[config.mk]
export PLATFORM = sky130hd
export DESIGN_NAME = mem_arbiter
export DESIGN_NICKNAME = d
export VERILOG_FILES = /design/src/rtl/mem_arbiter.sv
export SDC_FILE = /design/constraint.sdc
export NUM_CORES = 1
export LEC_CHECK = 0
export CORE_ASPECT_RATIO = 0.6
export CORE_MARGIN = 2
export CORE_UTILIZATION = 41
export CTS_CLUSTER_SIZE = 40
export DETAILED_ROUTE_END_ITERATION = 10
export GPL_ROUTABILITY_DRIVEN = 0
export MAX_ROUTING_LAYER = met4
export PLACE_DENSITY_LB_ADDON = 0.15
export SYNTH_ARGS = -nofsm -noshare
export SYNTH_HDL_FRONTEND = slang
export SYNTH_SLANG_ARGS = --single-unit
[constraint.sdc]
create_clock -name clk -period 2.15 [get_ports clk]
set_input_delay 0.43 -clock clk [delete_from_list [all_inputs] [get_ports clk]]
set_output_delay 0.43 -clock clk [all_outputs]
set_load 0.02 [all_outputs]
[src/rtl/mem_arbiter.sv]
// ---------------------------------------------------------------------------
// mem_arbiter
//
// Two-port arbiter in front of a single-port synchronous memory. An
// instruction-fetch port (read only) and a data port (read/write) compete
// for the memory. Only one access is in flight at a time. The FSM walks
// IDLE -> ISSUE -> [WAIT] -> RESP -> IDLE. The owner's rvalid pulse lands in
// the IDLE cycle after RESP, and that same cycle can accept a new request.
//
// Parameters
//   ADDR_W   word-address width (requesters and memory)
//   DATA_W   data word width
//   MEM_LAT  memory read latency, 1..4 cycles from m_en to valid m_rdata
//
// Ports
//   clk, reset                 clock, synchronous active-high reset
//   i_req, i_addr              fetch request, held until i_ack
//   i_ack, i_rvalid, i_rdata   fetch accept pulse, data-valid pulse, data
//   d_req, d_we, d_addr,
//   d_wdata                    data request, held until d_ack
//   d_ack, d_rvalid, d_rdata   data accept pulse, completion pulse, data
//   m_en, m_we, m_addr,
//   m_wdata, m_rdata           memory port
//   busy                       high while an access is in flight
//
// Optional feature (macro ARB_FAIR_EN)
//   When ARB_FAIR_EN is defined, a 2-bit starvation counter counts contested
//   grants that went to the data port. When it reaches 3, the next contested
//   grant goes to the fetch port. Any fetch grant clears the counter. When
//   the macro is undefined, the data port has strict priority.
// ---------------------------------------------------------------------------
module mem_arbiter #(
  parameter int ADDR_W  = 12,
  parameter int DATA_W  = 32,
  parameter int MEM_LAT = 1
) (
  input  logic              clk,
  input  logic              reset,
  input  logic              i_req,
  input  logic [ADDR_W-1:0] i_addr,
  output logic              i_ack,
  output logic              i_rvalid,
  output logic [DATA_W-1:0] i_rdata,
  input  logic              d_req,
  input  logic              d_we,
  input  logic [ADDR_W-1:0] d_addr,
  input  logic [DATA_W-1:0] d_wdata,
  output logic              d_ack,
  output logic              d_rvalid,
  output logic [DATA_W-1:0] d_rdata,
  output logic              m_en,
  output logic              m_we,
  output logic [ADDR_W-1:0] m_addr,
  output logic [DATA_W-1:0] m_wdata,
  input  logic [DATA_W-1:0] m_rdata,
  output logic              busy
);

  localparam logic [1:0] ST_IDLE  = 2'd0;
  localparam logic [1:0] ST_ISSUE = 2'd1;
  localparam logic [1:0] ST_WAIT  = 2'd2;
  localparam logic [1:0] ST_RESP  = 2'd3;

  // WAIT lasts MEM_LAT-1 cycles. The counter starts at 0 on entry, so the
  // last WAIT cycle is the one where it reads MEM_LAT-2.
  localparam int         WAIT_LAST_I = (MEM_LAT > 1) ? MEM_LAT - 2 : 0;
  localparam logic [1:0] WAIT_LAST   = WAIT_LAST_I[1:0];

  logic [1:0]        state, state_nxt;
  logic [1:0]        wait_cnt;
  logic              grant_i, grant_d;
  logic              favor_i;

  // Captured request; owner_d = 1 means the data port owns the access.
  logic              cap_owner_d;
  logic              cap_we;
  logic [ADDR_W-1:0] cap_addr;
  logic [DATA_W-1:0] cap_wdata;

  logic              i_rvalid_q, d_rvalid_q;
  logic [DATA_W-1:0] i_rdata_q,  d_rdata_q;

`ifdef ARB_FAIR_EN
  logic [1:0] starve_cnt;
  assign favor_i = (starve_cnt == 2'd3);
`else
  assign favor_i = 1'b0;
`endif

  // Grant only in IDLE and never while reset is asserted, so the acks are
  // combinational pulses that cannot appear mid-access.
  always_comb begin
    // NOTE: every always_comb output gets a default first. A path that
    // leaves a signal unassigned would infer a latch.
    grant_i = 1'b0;
    grant_d = 1'b0;
    if (!reset && state == ST_IDLE) begin
      if (i_req && d_req) begin
        grant_i = favor_i;
        grant_d = !favor_i;
      end else begin
        grant_i = i_req;
        grant_d = d_req;
      end
    end
  end

  always_comb begin
    state_nxt = state;
    case (state)
      ST_IDLE:  if (grant_i || grant_d) state_nxt = ST_ISSUE;
      ST_ISSUE: state_nxt = (MEM_LAT > 1) ? ST_WAIT : ST_RESP;
      ST_WAIT:  if (wait_cnt == WAIT_LAST) state_nxt = ST_RESP;
      ST_RESP:  state_nxt = ST_IDLE;
      default:  state_nxt = ST_IDLE;
    endcase
  end

  always_ff @(posedge clk) begin
    // NOTE: state uses non-blocking assignments. Every register then samples
    // pre-edge values, whatever order these statements appear in.
    if (reset) begin
      state       <= ST_IDLE;
      wait_cnt    <= 2'd0;
      cap_owner_d <= 1'b0;
      cap_we      <= 1'b0;
      cap_addr    <= '0;
      cap_wdata   <= '0;
      i_rvalid_q  <= 1'b0;
      d_rvalid_q  <= 1'b0;
      i_rdata_q   <= '0;
      d_rdata_q   <= '0;
    end else begin
      state      <= state_nxt;
      i_rvalid_q <= 1'b0;
      d_rvalid_q <= 1'b0;

      if (grant_i || grant_d) begin
        cap_owner_d <= grant_d;
        cap_we      <= grant_d && d_we;
        cap_addr    <= grant_d ? d_addr : i_addr;
        cap_wdata   <= grant_d ? d_wdata : '0;
      end

      if (state == ST_WAIT) wait_cnt <= wait_cnt + 2'd1;
      else                  wait_cnt <= 2'd0;

      // A completed write returns zero on d_rdata.
      if (state == ST_RESP) begin
        if (cap_owner_d) begin
          d_rdata_q  <= cap_we ? '0 : m_rdata;
          d_rvalid_q <= 1'b1;
        end else begin
          i_rdata_q  <= m_rdata;
          i_rvalid_q <= 1'b1;
        end
      end
    end
  end

`ifdef ARB_FAIR_EN
  // Only contested data grants count. An uncontested data grant leaves the
  // counter alone.
  always_ff @(posedge clk) begin
    if (reset)                  starve_cnt <= 2'd0;
    else if (grant_i)           starve_cnt <= 2'd0;
    else if (grant_d && i_req)  starve_cnt <= starve_cnt + 2'd1;
  end
`endif

  assign i_ack    = grant_i;
  assign d_ack    = grant_d;
  assign i_rvalid = i_rvalid_q && !reset;
  assign d_rvalid = d_rvalid_q && !reset;
  assign i_rdata  = i_rdata_q;
  assign d_rdata  = d_rdata_q;

  // Address and write data keep driving the captured values. Only the
  // enables are limited to ISSUE, and reset suppresses them immediately.
  assign m_en    = (state == ST_ISSUE) && !reset;
  assign m_we    = m_en && cap_we;
  assign m_addr  = cap_addr;
  assign m_wdata = cap_wdata;
  assign busy    = (state != ST_IDLE) && !reset;

endmodule

==> flow_summary.yaml <==
cts:
  cts_tree: "yes"
  cts_buffers: 17
  cts_buffer_depth: 2
  clock_sinks: 116
  htreeDepth: 4
  cts-root-buf: "clkbuf_16"
  insertion_delay_ns: 0.40
  path_clk_slew_ns: 0.05
  postCtsHoldBufs: 0
timing:
  rsz0062_at_grt: "no"
  max_freq_ghz: 0.4851
  hold_slack_ns: 0.4158
  tightest_slew_ns: 0.9122
  skew_ns: 0.01070
  finalHoldViolCount: 0
  setup_viol: 0
  fin_crit_sh: 0.9588
  relSlewSlack: 0.3919
  slew_viol_final: 0
  period_minus_slack_ns: 2.061
pwr:
  switchingPower_mw: 1.702
  p_clk_frac: 0.461
  p_leak_nw: 2.644
  power.total_mw: 6.907
  p_per_area_nw_per_um2: 952.0
  p_comb_frac: 0.191
  irDropWorstVdd_uv: 810.5
  swShare: 0.2464
  intPower_mw: 5.205
  seqPwrFrac: 0.348
outcome:
  status: "finished clean"
worst_setup_path:
  r2r_end: "i_rdata[13]"
  crit_required_ns: 1.72
  crit_path_start_kind: "flip-flop"
  crit_start: "state[0]"
  critPathCapture: "busy"
  regToRegStartpoint: "state[0]"
  crit_type: "reg2out"
  cp_max_fo: 3
  crit_arrival_ns: 1.63
  r2r_cells: 7
  r2r_slack_ns: 0.45
  critPathCaptureType: "primary output"
synth:
  post_synth_num_cell_types: 27
  syn_area_um2: 4422
  yosys_register_bits: 116
  synth_compound_area_frac: 0.1910
  avgSynthCellArea_um2: 9.612
  synth_top_area_cell: "dfxtp_1"
  syn_inst: 460
  synth.net_count: 558
  synth_area_leaders: "dfxtp_1, a21oi_1, nand2_1, a22o_1, nand4b_1"
  async_flop_share: 0
  synth.most_common_cell: "dfxtp_1"
  synth_fa_ha_area_frac: 0.01415
  seq_area_frac_synth: 0.5252
  synthFlopType: "dfxtp_1"
  synth_warnings: 0
  synthSimpleGateAreaFrac: 0.1800
  synth_top_family_by_area: "compound AO/OA/AOI/OAI gates"
  synth_xor_area_frac: 0
  synth_common_cells: "dfxtp_1, nand2_1, a21oi_1"
  synth_top_cell_area_share: 0.5252
  synth-edff-count: 0
  synth.area.mux_share: 0.03198
drt:
  wirelength_um: 12990
  viasPerCell: 5.049
  ant_nets: 0
  wl_met1_um: 6182
  met2_length_um: 5792
  num_vias: 4100
  top_layer_used: "met4"
  drc_errors: 0
  drt-initial-drc-count: 215
  wl_per_cell_um: 16.00
  met3_length_um: 955
  drt_pre_antenna_iters: 5
floorplanning:
  rows: 29
  io_pins: 208
  coreArea_um2: 10520
  start_util: 0.4202
  die_w_um: 138.1
  dieArea_um2: 11660
  fp.dieH_um: 84.44
grt:
  grt_max_degree: 82
  grt_use_total: 0.2275
  grt_first_pass_wirelength_um: 20840
  grt_pass1_vias: 4031
  antenna_found_initial: 0
  grt_overflow_total: 0
layout:
  n_antenna_cell: 0
  instances_no_fill: 812
  fin_nets: 760
  syn2layout_area_growth_pct: 64.09
  drive_gt1_frac: 0.1025
run:
  max-cap-violations: 0
place:
  dp_cells: 782
  post-dp-hpwl_um: 8946
  port_buffers: 207
min_path:
  min_path_type: "in2reg"
-- cell usage in the layout (no fill, tap or decap), types with 2 or more instances in the layout --
master           synthesis  final
a22o_1                  32     32
dlygate4sd2_1            0      3
clkdlybuf4s50_1          0    201
nand2b_1                 3      3
clkbuf_8                 0      3
a211oi_2                10     10
ha_1                     5      5
nand4b_1                32     32
buf_4                    4     20
a21oi_1                 78     78
nor2b_1                  6      5
mux2i_1                 13     13
clkinvlp_4               0      2
a211oi_1                 2      2
and3b_1                  2      2
dfxtp_1                116    116
clkbuf_16                0     17
nand2_1                 97     97
and2_4                   1      2
bufinv_16                0      6
inv_1                    4      4
nor2_1                   7      7
-- worst min path at each step --
stage	from	to	slack [ns]	cells past startpoint
6_report	reset	i_rvalid_q	0.42	3
3_5_place_dp	wait_cnt[0]	wait_cnt[0]	0.42	1
3_3_place_gp	wait_cnt[0]	wait_cnt[0]	0.41	1
5_1_grt	reset	i_rvalid_q	0.41	3
4_1_cts	reset	i_rvalid_q	0.40	3
2_1_floorplan	wait_cnt[0]	wait_cnt[0]	0.40	1
-- cells by family after synthesis --
kind of cell	count (synthesis)
and+or+nand+nor	153
AOI/OAI and AO/OA	124
DFF	116
buffers and inverters	48
muxes	14
adders and majority gates	5
-- power by group through the flow --
stage	Clock (mW)	Sequential, mW	Combinational, mW
after CTS	3.24	2.40	1.32
after floorplan	0	2.61	0.526
final	3.19	2.40	1.32
after detailed placement	0	2.44	1.32
after global placement	0	2.43	1.30
after global routing	3.37	2.42	1.41
-- sequential cells by signal, summed over array words and instances, names as in the netlist --
name and flops:
i_rvalid_q 1, state 2, wait_cnt 2, cap_we 1
m_wdata 32, d_rdata 32, cap_owner_d 1, i_rdata 32
m_addr 12, d_rvalid_q 1
-- final cells by class --
type	count	area, um^2
fill	797	3267
sequential	116	2322
timing repair buffer	227	2225
multi-input combinational	296	1849
clock buffer	21	470.5
clock inverter	9	200.2
tap	139	173.9
inverter	4	15.01
-- routing by layer --
metal	vias to the layer above	track usage
met3	5	0.07473
met5	-	-
met4	0	0.05937
li1	2016	-
met1	1938	0.3006
met2	141	0.3371
-- critical path: stages (launching register included) --
cell,delay [ns]
dfxtp_1,0.34
inv_1,0.08
ha_1,0.21
buf_4,0.15
nor2_1,0.10
dlygate4sd2_1,0.36
-- per-stage QoR --
step                      setup slack, ns  utilization  area [um^2]  TNS, ns
after floorplan                    0.4735            -         4422        0
after global placement            -0.1713       0.6263         6590  -0.2763
after detailed placement          -0.1450       0.6263         6590  -0.2517
after CTS                         0.01734       0.6898         7258        0
after global routing             0.002095       0.6895         7256        0
final                             0.08852       0.6895         7256        0
-- repair_timing --
| item | 4_1_cts | 5_1_grt |
|---|---|---|
| setup buffers | 0 | 0 |
| gates resized for setup | 8 | 3 |
| cloned | 0 | 0 |
| endpoints found under the setup margin | 5 | 2 |
| endpoints found under the hold margin | 0 | 0 |
Note: power is estimated with default switching activity, not from simulation.
